`src/rtl/gpu_seg_pkg.sv`:
```
// Shared constants, width typedefs and FSM state type for the VRAM segment walker.
package gpu_seg_pkg;

    localparam int unsigned SEG_PIX  = 16;
    localparam int unsigned SEG_BITS = 6;
    localparam int unsigned ROW_BITS = 9;

    typedef logic [SEG_BITS-1:0] seg_t;
    typedef logic [ROW_BITS-1:0] row_t;
    typedef logic [SEG_PIX-1:0]  mask_t;

    typedef enum logic [1:0] {
        IDLE,
        REQ,
        DONE
    } state_e;

endpackage

```
`src/rtl/gpu_seg_mask.sv`:
```
// Per-segment pixel enable: left-edge clip on the first segment, right-edge clip on the last.
module gpu_seg_mask
    import gpu_seg_pkg::*;
(
    input  logic [3:0] i_x0lo,
    input  logic [3:0] i_right_pos,
    input  logic       i_is_first,
    input  logic       i_is_last,
    output mask_t      o_mask16
);

    mask_t w_left;
    mask_t w_right;

    always_comb begin
        w_left = 16'hFFFF << i_x0lo;
        // rightPos of zero means the rectangle ends exactly on a segment boundary.
        if (i_right_pos == 4'd0) begin
            w_right = 16'hFFFF;
        end else begin
            w_right = 16'hFFFF >> (5'd16 - {1'b0, i_right_pos});
        end
        o_mask16 = (i_is_first ? w_left : 16'hFFFF) & (i_is_last ? w_right : 16'hFFFF);
    end

endmodule

```
`src/rtl/gpu_seg_walker.sv`:
```
// Walks a blit rectangle row by row, issuing one masked 16-pixel segment request per ack.
// Optional field skipping for interlaced targets is enabled by defining GPU_SEG_INTERLACE_EN.
module gpu_seg_walker
    import gpu_seg_pkg::*;
(
    input  logic        clk,
    input  logic        i_rst,
    input  logic        i_start,
    input  logic [9:0]  i_x0,
    input  logic [8:0]  i_y0,
    input  logic [10:0] i_w,
    input  logic [9:0]  i_h,
    input  logic        i_abort,
    input  logic        i_ack,
`ifdef GPU_SEG_INTERLACE_EN
    input  logic        i_skipField,
    input  logic        i_field,
`endif
    output logic        o_req,
    output seg_t        o_segX,
    output row_t        o_rowY,
    output mask_t       o_mask16,
    output logic        o_lastSeg,
    output logic        o_busy,
    output logic        o_done
);

    state_e      r_state, w_state_d;
    logic [3:0]  r_x0lo, r_right_pos;
    seg_t        r_seg_base, r_len_hm1, r_seg_idx, w_seg_idx_d;
    row_t        r_y0;
    logic [9:0]  r_h_m1, r_row_idx, w_row_idx_d;
    logic [11:0] w_span_m1;
    logic        w_empty, w_last_seg, w_last_row, w_skip_row, w_req;
    seg_t        w_seg_x;
    row_t        w_row_y;
    mask_t       w_mask;
    logic        unused_bits;

    assign w_span_m1   = {8'd0, i_x0[3:0]} + {1'b0, i_w} - 12'd1;
    assign w_empty     = (i_w == 11'd0) || (i_h == 10'd0);
    assign unused_bits = ^{w_span_m1[11:10], w_span_m1[3:0], r_row_idx[9]};

    assign w_last_seg = (r_seg_idx == r_len_hm1);
    assign w_last_row = (r_row_idx == r_h_m1);
    assign w_seg_x    = r_seg_base + r_seg_idx;
    assign w_row_y    = r_y0 + r_row_idx[ROW_BITS-1:0];

`ifdef GPU_SEG_INTERLACE_EN
    logic r_skip, r_field;

    assign w_skip_row = r_skip && (w_row_y[0] == r_field);

    always_ff @(posedge clk) begin
        if (i_rst) begin
            r_skip  <= 1'b0;
            r_field <= 1'b0;
        end else if (r_state == IDLE && i_start) begin
            r_skip  <= i_skipField;
            r_field <= i_field;
        end
    end
`else
    assign w_skip_row = 1'b0;
`endif

    assign w_req = (r_state == REQ) && !w_skip_row;

    gpu_seg_mask u_mask (
        .i_x0lo      (r_x0lo),
        .i_right_pos (r_right_pos),
        .i_is_first  (r_seg_idx == '0),
        .i_is_last   (w_last_seg),
        .o_mask16    (w_mask)
    );

    always_comb begin
        w_state_d   = r_state;
        w_seg_idx_d = r_seg_idx;
        w_row_idx_d = r_row_idx;
        unique case (r_state)
            IDLE: begin
                if (i_start) begin
                    w_state_d   = w_empty ? DONE : REQ;
                    w_seg_idx_d = '0;
                    w_row_idx_d = '0;
                end
            end
            REQ: begin
                // Abort wins over ack; a coincident ack still counts as accepted.
                if (i_abort) begin
                    w_state_d = DONE;
                end else if (w_skip_row || (i_ack && w_last_seg)) begin
                    if (w_last_row) begin
                        w_state_d = DONE;
                    end else begin
                        w_seg_idx_d = '0;
                        w_row_idx_d = r_row_idx + 10'd1;
                    end
                end else if (i_ack) begin
                    w_seg_idx_d = r_seg_idx + 1'b1;
                end
            end
            DONE:    w_state_d = IDLE;
            default: w_state_d = IDLE;
        endcase
    end

    always_ff @(posedge clk) begin
        if (i_rst) begin
            r_state     <= IDLE;
            r_seg_idx   <= '0;
            r_row_idx   <= '0;
            r_x0lo      <= '0;
            r_right_pos <= '0;
            r_seg_base  <= '0;
            r_len_hm1   <= '0;
            r_y0        <= '0;
            r_h_m1      <= '0;
        end else begin
            r_state   <= w_state_d;
            r_seg_idx <= w_seg_idx_d;
            r_row_idx <= w_row_idx_d;
            if (r_state == IDLE && i_start) begin
                r_x0lo      <= i_x0[3:0];
                r_right_pos <= i_x0[3:0] + i_w[3:0];
                r_seg_base  <= i_x0[9:4];
                r_len_hm1   <= w_span_m1[9:4];
                r_y0        <= i_y0;
                r_h_m1      <= i_h - 10'd1;
            end
        end
    end

    assign o_req     = w_req;
    assign o_segX    = w_req ? w_seg_x : '0;
    assign o_rowY    = w_req ? w_row_y : '0;
    assign o_mask16  = w_req ? w_mask : '0;
    assign o_lastSeg = w_req && w_last_seg;
    assign o_busy    = (r_state != IDLE);
    assign o_done    = (r_state == DONE);

endmodule

```
`config.mk`:
```
export PLATFORM = sky130hd
export DESIGN_NAME = gpu_seg_walker
export DESIGN_NICKNAME = d
export VERILOG_FILES = /design/src/rtl/gpu_seg_pkg.sv /design/src/rtl/gpu_seg_mask.sv /design/src/rtl/gpu_seg_walker.sv
export SDC_FILE = /design/constraint.sdc
export NUM_CORES = 1
export LEC_CHECK = 0
export BUFFER_PORTS_ARGS = -buffer_cell sky130_fd_sc_hd__buf_4
export CORE_UTILIZATION = 55
export DETAILED_ROUTE_END_ITERATION = 8
export GPL_TIMING_DRIVEN = 0
export PLACE_DENSITY_LB_ADDON = 0.25
export REMOVE_ABC_BUFFERS = 1
export SETUP_SLACK_MARGIN = 0.2
export SYNTH_ARGS = -nofsm -noshare
export SYNTH_HDL_FRONTEND = slang
export SYNTH_SLANG_ARGS = --single-unit
```
`constraint.sdc`:
```
create_clock -name clk -period 2.8 [get_ports clk]
set_input_delay 0.28 -clock clk [delete_from_list [all_inputs] [get_ports clk]]
set_output_delay 0.28 -clock clk [all_outputs]
set_load 0.02 [all_outputs]
```
==> flow_metrics.env, run 1 <==
export IMPL_status="completed"
export IMPL_async_reset_ff_frac=0
export IMPL_syn_inst=531
export IMPL_root_buffer="clkbuf_8"
export IMPL_worstMarginPinSlew_ns=0.805
export IMPL_worstPathRequired_ns=2.52
export IMPL_power_leakage_nw=2.24
export IMPL_dieWidth_um=90.0
export IMPL_cts_max_level=3
export IMPL_skew_ns=0.0108
export IMPL_grt_pass1_vias=3941
export IMPL_place_area_um2=4900
export IMPL_grt_use_total=0.256
export IMPL_synth_distinct_cells=68
export IMPL_crit_path_max_fanout=2
export IMPL_ys_seq_elements=57
export IMPL_antenna_found_initial=0
export IMPL_timing_fmax_mhz=381
export IMPL_arrival_ns=2.34
export IMPL_num_vias=4077
export IMPL_final_max_slew_viol_count=0
export IMPL_drive_gt1_frac=0.259
export IMPL_path_class="reg -> out"
export IMPL_io_pins=80
export IMPL_ys_warnings_count=0
export IMPL_die_area_um2=8100
export IMPL_start_util=0.578
export IMPL_dieHeight_um=90.0
export IMPL_areaGrowthSynthToFinish_pct=24.3
export IMPL_rows=31
export IMPL_clock_sinks=57
export IMPL_peakVddDrop_mv=0.261
export IMPL_grt_pass1_wl_mm=17.2
export IMPL_diodes=0
export IMPL_finish_utilization=0.719
export IMPL_tritoncts="built"
export IMPL_cp_end_kind="output pin"
export IMPL_syn_avg_cell_area_um2=8.03
export IMPL_clkTransAtPathRegs_ns=0.08
export IMPL_cap_violations=0
export IMPL_wl_per_cell_um=14.5
export IMPL_cp_cell_sequence="ha_4, inv_2, fa_2, nor2b_4, o21ai_2, nand2b_1, a311oi_2, or3_1, a21oi_2, buf_4"
export IMPL_hold_violations=0
export IMPL_grt_remaining_overflow=0
export IMPL_cts_hold_buffers=0
export IMPL_grt_start_max_net_pins=68
export IMPL_drtIter0Drc=353
export IMPL_drc_errors=0
export IMPL_netlist_area_um2=4260
export IMPL_cts_buffers=9
export IMPL_fin_crit_ns=2.62
export IMPL_crit_slowest_cell="or3_1"
export IMPL_period_share=0.937
export IMPL_place_gp_congestion=0.893
export IMPL_rsz0062_at_grt="true"
export IMPL_p_per_area_nw_per_um2=540
export IMPL_slew_headroom=0.462
export IMPL_crit_family="simple AND/OR/NAND/NOR gates"
export IMPL_wl_mm=10.4
export IMPL_drtPass1Iterations=5
export IMPL_yosysSeqAreaShare=0.268
export IMPL_hp_class="in -> reg"
export IMPL_insertion_delay_ns=0.34
export IMPL_critPathMaxStageDelay_ns=0.41
export IMPL_synth_edf_count=0
export IMPL_synth_main_ff_cell="dfxtp_1"
export IMPL_setup_violations_final=0
export IMPL_cts_buffer_depth=2
export IMPL_fin_nets=699
export IMPL_place_hpwl_mm=7.15
export IMPL_design_area_um2=5300
export IMPL_viasPerCell=5.69
export IMPL_coreArea_um2=7370
export IMPL_ant_nets=0
export IMPL_crit_buf_inv=2
export IMPL_startpoint_type="flop"
export IMPL_place_port_buffers=79
-- what timing repair did --
item / 4_1_cts / 5_1_grt
gates resized for setup: 14 / 15
endpoints found under the setup margin: 32 / 20
cloned: 1 / 0
setup buffers: 7 / 6
pin swaps: 3 / 9
-- flip-flops by register name, summed over array words and instances, names as in the netlist --
register	cells
r_x0lo	4
r_seg_base	6
r_row_idx	10
r_y0	9
r_len_hm1	6
r_right_pos	4
r_h_m1	10
r_state	2
r_seg_idx	6
-- report_power, final --
part | switching, mW | internal, mW
Clock | 0.373 | 0.418
Sequential | 0.0730 | 0.886
Combinational | 0.658 | 0.454
-- layout make-up --
cell class / count / area, um^2
multi-input combinational: 407 / 2920
timing repair buffer: 94 / 721
inverter: 44 / 169
tap: 99 / 124
clock buffer: 9 / 124
sequential: 57 / 1160
fill: 601 / 2070
clock inverter: 7 / 78.8
-- per-stage QoR --
step	worst slack (ns)	instances	power (mW)	hold WS [ns]	TNS, ns
after floorplan	-0.191	507	1.68	0.349	-1.72
after global placement	-1.11	685	1.99	0.448	-37.28
after detailed placement	-0.312	687	2.04	0.454	-3.88
after CTS	0.210	711	2.85	0.131	0
after global routing	0.0779	717	3.01	0.149	0
final	0.178	717	2.86	0.139	0
-- layer usage --
metal	vias up	part of all wire	track usage
met4	0	0.016	0.108
met2	150	0.48	0.432
met5	-	0	0
met1	1889	0.45	0.326
li1	2022	-	-
met3	16	0.051	0.0347
-- worst paths after layout --
path | from | to | slack, ns | depth (start not counted)
max | r_row_idx[0]$_SDFFE_PP0P_ | o_rowY[8] | 0.18 | 10
min | i_h[0] | r_h_m1[0]$_SDFFE_PP0P_ | 0.14 | 2
max reg2reg | r_state[0]$_SDFFE_PP0P_ | r_row_idx[2]$_SDFFE_PP0P_ | 0.42 | 6
min reg2reg | r_y0[6]$_SDFFE_PP0P_ | r_y0[6]$_SDFFE_PP0P_ | 0.47 | 2
-- cells in the final DEF (no fill, tap or decap), drive strengths merged, types with 9 or more instances in the layout --
cell type  count
a211oi        16
a21oi         47
buf           94
clkbuf         9
dfxtp         57
ha            38
inv           45
nand2         69
nand2b        13
nor2          46
nor3          15
o21ai         14
xnor2         30
xor2          11
-- cells by family (layout without fill, tap and decap cells) --
family                   after synthesis  count (layout)  share of synthesized area
AND/OR/NAND/NOR                      203             204                      0.252
buffers and inverters                 68             154                     0.0655
AO/OA/AOI/OAI                        119             119                      0.194
multiplexers                           2               2                    0.00470
flip-flops                            57              57                      0.268
XOR/XNOR                              41              41                     0.0895
adder cells (fa/ha/maj)               41              41                      0.126
-- cell usage after synthesis (4+ instances only) --
cell | number | share of area
nand2_1 | 68 | 0.060
dfxtp_1 | 57 | 0.27
a21oi_1 | 47 | 0.055
nor2_1 | 44 | 0.039
inv_1 | 43 | 0.038
ha_1 | 38 | 0.11
xnor2_1 | 27 | 0.055
a211oi_1 | 15 | 0.026
nand2b_1 | 11 | 0.016
nor3_1 | 11 | 0.013
o21ai_0 | 11 | 0.013
xor2_1 | 11 | 0.023
clkbuf_1 | 10 | 0.0088
a311oi_1 | 8 | 0.016
nand3_1 | 8 | 0.0094
nor2b_1 | 8 | 0.012
and3_1 | 7 | 0.010
buf_2 | 7 | 0.0082
buf_1 | 5 | 0.0044
nand3b_1 | 5 | 0.0088
or3_1 | 5 | 0.0073
nor3b_1 | 4 | 0.0070
o31ai_1 | 4 | 0.0070
Note: power is estimated with default switching activity, not from simulation.
==> inputs of run 2 (changes only) <==
--- a/config.mk
+++ b/config.mk
@@ -6,12 +6,14 @@
 export NUM_CORES = 1
 export LEC_CHECK = 0
 export BUFFER_PORTS_ARGS = -buffer_cell sky130_fd_sc_hd__buf_4
-export CORE_UTILIZATION = 55
+export CORE_UTILIZATION = 57
 export DETAILED_ROUTE_END_ITERATION = 8
 export GPL_TIMING_DRIVEN = 0
 export PLACE_DENSITY_LB_ADDON = 0.25
 export REMOVE_ABC_BUFFERS = 1
 export SETUP_SLACK_MARGIN = 0.2
+export SLEW_MARGIN = 40
 export SYNTH_ARGS = -nofsm -noshare
 export SYNTH_HDL_FRONTEND = slang
+export SYNTH_HIERARCHICAL = 1
 export SYNTH_SLANG_ARGS = --single-unit
==> run 2 against run 1 <==
Effect of this change: synthesized cell count grew 4.9%; first-iteration DRC count shrank 33%; global-route usage grew 0.61 points; critical endpoint is now o_mask16[6]; count of clock-buffer cells in the layout grew 2; highest routed layer unchanged; combinational power is essentially flat; utilization grew 3.1 points; maximum frequency grew 2.3%; critical path type unchanged; worst setup slack gained 0.059 ns.
==> flow_metrics.env, run 2 <==
export IMPL_worstMarginPinSlew_ns=0.767
export IMPL_synth_compound_area_frac=0.197
export IMPL_drc_errors=0
export IMPL_grt_pass1_wl_mm=17.3
export IMPL_skew_ns=0.0118
export IMPL_clock_sinks=57
export IMPL_antenna_found_initial=0
export IMPL_cts_buffer_depth=2
export IMPL_hold_violations=0
export IMPL_fin_crit_ns=2.56
export IMPL_drive_gt1_frac=0.256
export IMPL_cts_buffers=9
export IMPL_synth_largest_area_cell="dfxtp_1"
export IMPL_rsz0062_at_grt="true"
export IMPL_async_reset_ff_frac=0
export IMPL_status="completed"
export IMPL_drtIter0Drc=238
export IMPL_io_pins=80
export IMPL_dieHeight_um=89.8
export IMPL_synth_top_family_by_area="simple AND/OR/NAND/NOR gates"
export IMPL_p_per_area_nw_per_um2=500
export IMPL_peakVddDrop_mv=0.323
export IMPL_slew_headroom=0.487
export IMPL_crit_slowest_cell="dfxtp_4"
export IMPL_place_port_buffers=79
export IMPL_swShare=0.366
export IMPL_synth_edf_count=0
export IMPL_power_leakage_nw=2.45
export IMPL_insertion_delay_ns=0.34
export IMPL_clkPwrFrac=0.244
export IMPL_synth_most_common_cell="nand2_1"
export IMPL_power_mw=2.76
export IMPL_netlist_area_um2=4400
export IMPL_tns_ns=0
export IMPL_cp_end_kind="output pin"
export IMPL_diodes=0
export IMPL_period_share=0.915
export IMPL_timing_fmax_mhz=390
export IMPL_finish_utilization=0.750
export IMPL_syn_inst=557
export IMPL_wl_per_cell_um=14.5
export IMPL_intPower_mw=1.75
export IMPL_yosysSeqAreaShare=0.259
export IMPL_arrival_ns=2.28
export IMPL_syn_avg_cell_area_um2=7.90
export IMPL_place_hpwl_mm=7.46
export IMPL_num_fill_cells=578
export IMPL_coreArea_um2=7370
export IMPL_die_area_um2=8070
export IMPL_grt_pass1_vias=3909
export IMPL_pwr_share_seq=0.348
export IMPL_tritoncts="built"
export IMPL_cts_max_level=3
export IMPL_reg_top3="r_h_m1 x10, r_row_idx x10, r_y0 x9"
export IMPL_ys_seq_elements=57
export IMPL_place_gp_congestion=0.867
export IMPL_fin_nets=724
export IMPL_synth_area_mux_share=0.0159
export IMPL_ys_warnings_count=6
export IMPL_startpoint_type="flop"
export IMPL_critPathMaxStageDelay_ns=0.37
export IMPL_crit_buf_inv=3
export IMPL_synth_simple_area_share=0.252
export IMPL_crit_family="simple AND/OR/NAND/NOR gates"
export IMPL_dieWidth_um=89.8
export IMPL_grt_start_max_net_pins=55
export IMPL_cts_hold_buffers=0
export IMPL_wl_mm=10.7
export IMPL_final_common_cell="buf_4"
export IMPL_grt_use_total=0.262
export IMPL_ant_nets=0
export IMPL_start_util=0.597
export IMPL_drtPass1Iterations=4
export IMPL_pwr_share_comb=0.407
export IMPL_synth_fa_ha_area_frac=0.122
export IMPL_worstPathRequired_ns=2.52
export IMPL_cp_cell_sequence="xor2_4, nor4_4, nand2_2, clkinvlp_4, o311ai_4, buf_12, o22a_1, and2_4, buf_6"
export IMPL_crit_path_max_fanout=5
export IMPL_path_class="reg -> out"
export IMPL_synth_main_ff_cell="dfxtp_1"
export IMPL_layout_common_cells="buf_4, nand2_1, dfxtp_1"
export IMPL_root_buffer="clkbuf_8"
export IMPL_viasPerCell=5.57
export IMPL_ys_top_cells_by_area="dfxtp_1, ha_1, nand2_1"
export IMPL_yosys_area_top_type_share=0.259
export IMPL_synth_common_cells="nand2_1, dfxtp_1, inv_1"
export IMPL_switching_power_mw=1.01
export IMPL_clkTransAtPathRegs_ns=0.06
export IMPL_cap_violations=0
export IMPL_final_max_slew_viol_count=0
export IMPL_synth_distinct_cells=67
export IMPL_hp_class="in -> reg"
export IMPL_rows=31
export IMPL_synth_xor_area_frac=0.0856
export IMPL_num_vias=4119
export IMPL_grt_remaining_overflow=0
export IMPL_setup_violations_final=0
export IMPL_areaGrowthSynthToFinish_pct=25.6
## run 2: cell families after synthesis
group,Yosys count
AND/OR/NAND/NOR,214
buffers and inverters,73
adder cells (fa/ha/maj),41
flip-flops,57
multiplexers,6
AO/OA/AOI/OAI,123
XOR/XNOR,43
## run 2: layer usage
metal / global-route usage / vias to the layer above / share of wire
met3: 0.0651 / 27 / 0.047
met4: 0.0861 / 0 / 0.024
met2: 0.472 / 110 / 0.51
li1: - / 2071 / -
met5: 0 / - / 0
met1: 0.300 / 1911 / 0.42
## run 2: timing repair
item	CTS	global route
gates cloned	1	1
setup buffers	10	5
resized for setup	22	35
pin swaps	10	13
setup endpoints to repair	21	18
## run 2: power by group through the flow
| stage | Sequential, mW | Combinational, mW | Clock, mW |
|---|---|---|---|
| finish | 0.961 | 1.13 | 0.675 |
| global route | 0.971 | 1.22 | 0.724 |
| CTS | 0.956 | 1.04 | 0.687 |
| detailed placement | 0.973 | 0.974 | 0 |
| global placement | 0.970 | 0.947 | 0 |
| floorplan | 0.955 | 0.665 | 0 |
## run 2: per-stage QoR
step           instance area [um^2]  std cells  hold WS [ns]  setup slack (ns)
4_1_cts                        5300        734         0.169             0.190
6_report                       5530        740         0.182             0.237
5_1_grt                        5530        740         0.166             0.112
2_1_floorplan                  4270        531         0.349             0.346
3_5_place_dp                   4990        709         0.454             0.120
3_3_place_gp                   4990        709         0.450             0.274
## run 2: final timing paths
check	start	endpoint	slack, ns	depth (start not counted)
worst min-delay path	i_h[0]	r_h_m1[0]$_SDFFE_PP0P_	0.18	2
worst max register to register	r_state[0]$_SDFFE_PP0P_	r_row_idx[8]$_SDFFE_PP0P_	0.38	6
worst max-delay path	r_seg_idx[1]$_SDFFE_PP0P_	o_mask16[6]	0.24	9
worst min register to register	r_y0[2]$_SDFFE_PP0P_	r_y0[2]$_SDFFE_PP0P_	0.47	2
## run 2: layout make-up
type	count	area [um^2]	share of cell area
repair inverters	1	7.51	0.00136
inverters	47	180	0.0326
clock inverters	3	17.5	0.00317
well taps	99	124	0.0224
clock buffers	11	151	0.0274
flip-flops and latches	57	1160	0.210
repair buffers	95	773	0.140
multi-input cells	427	3110	0.563
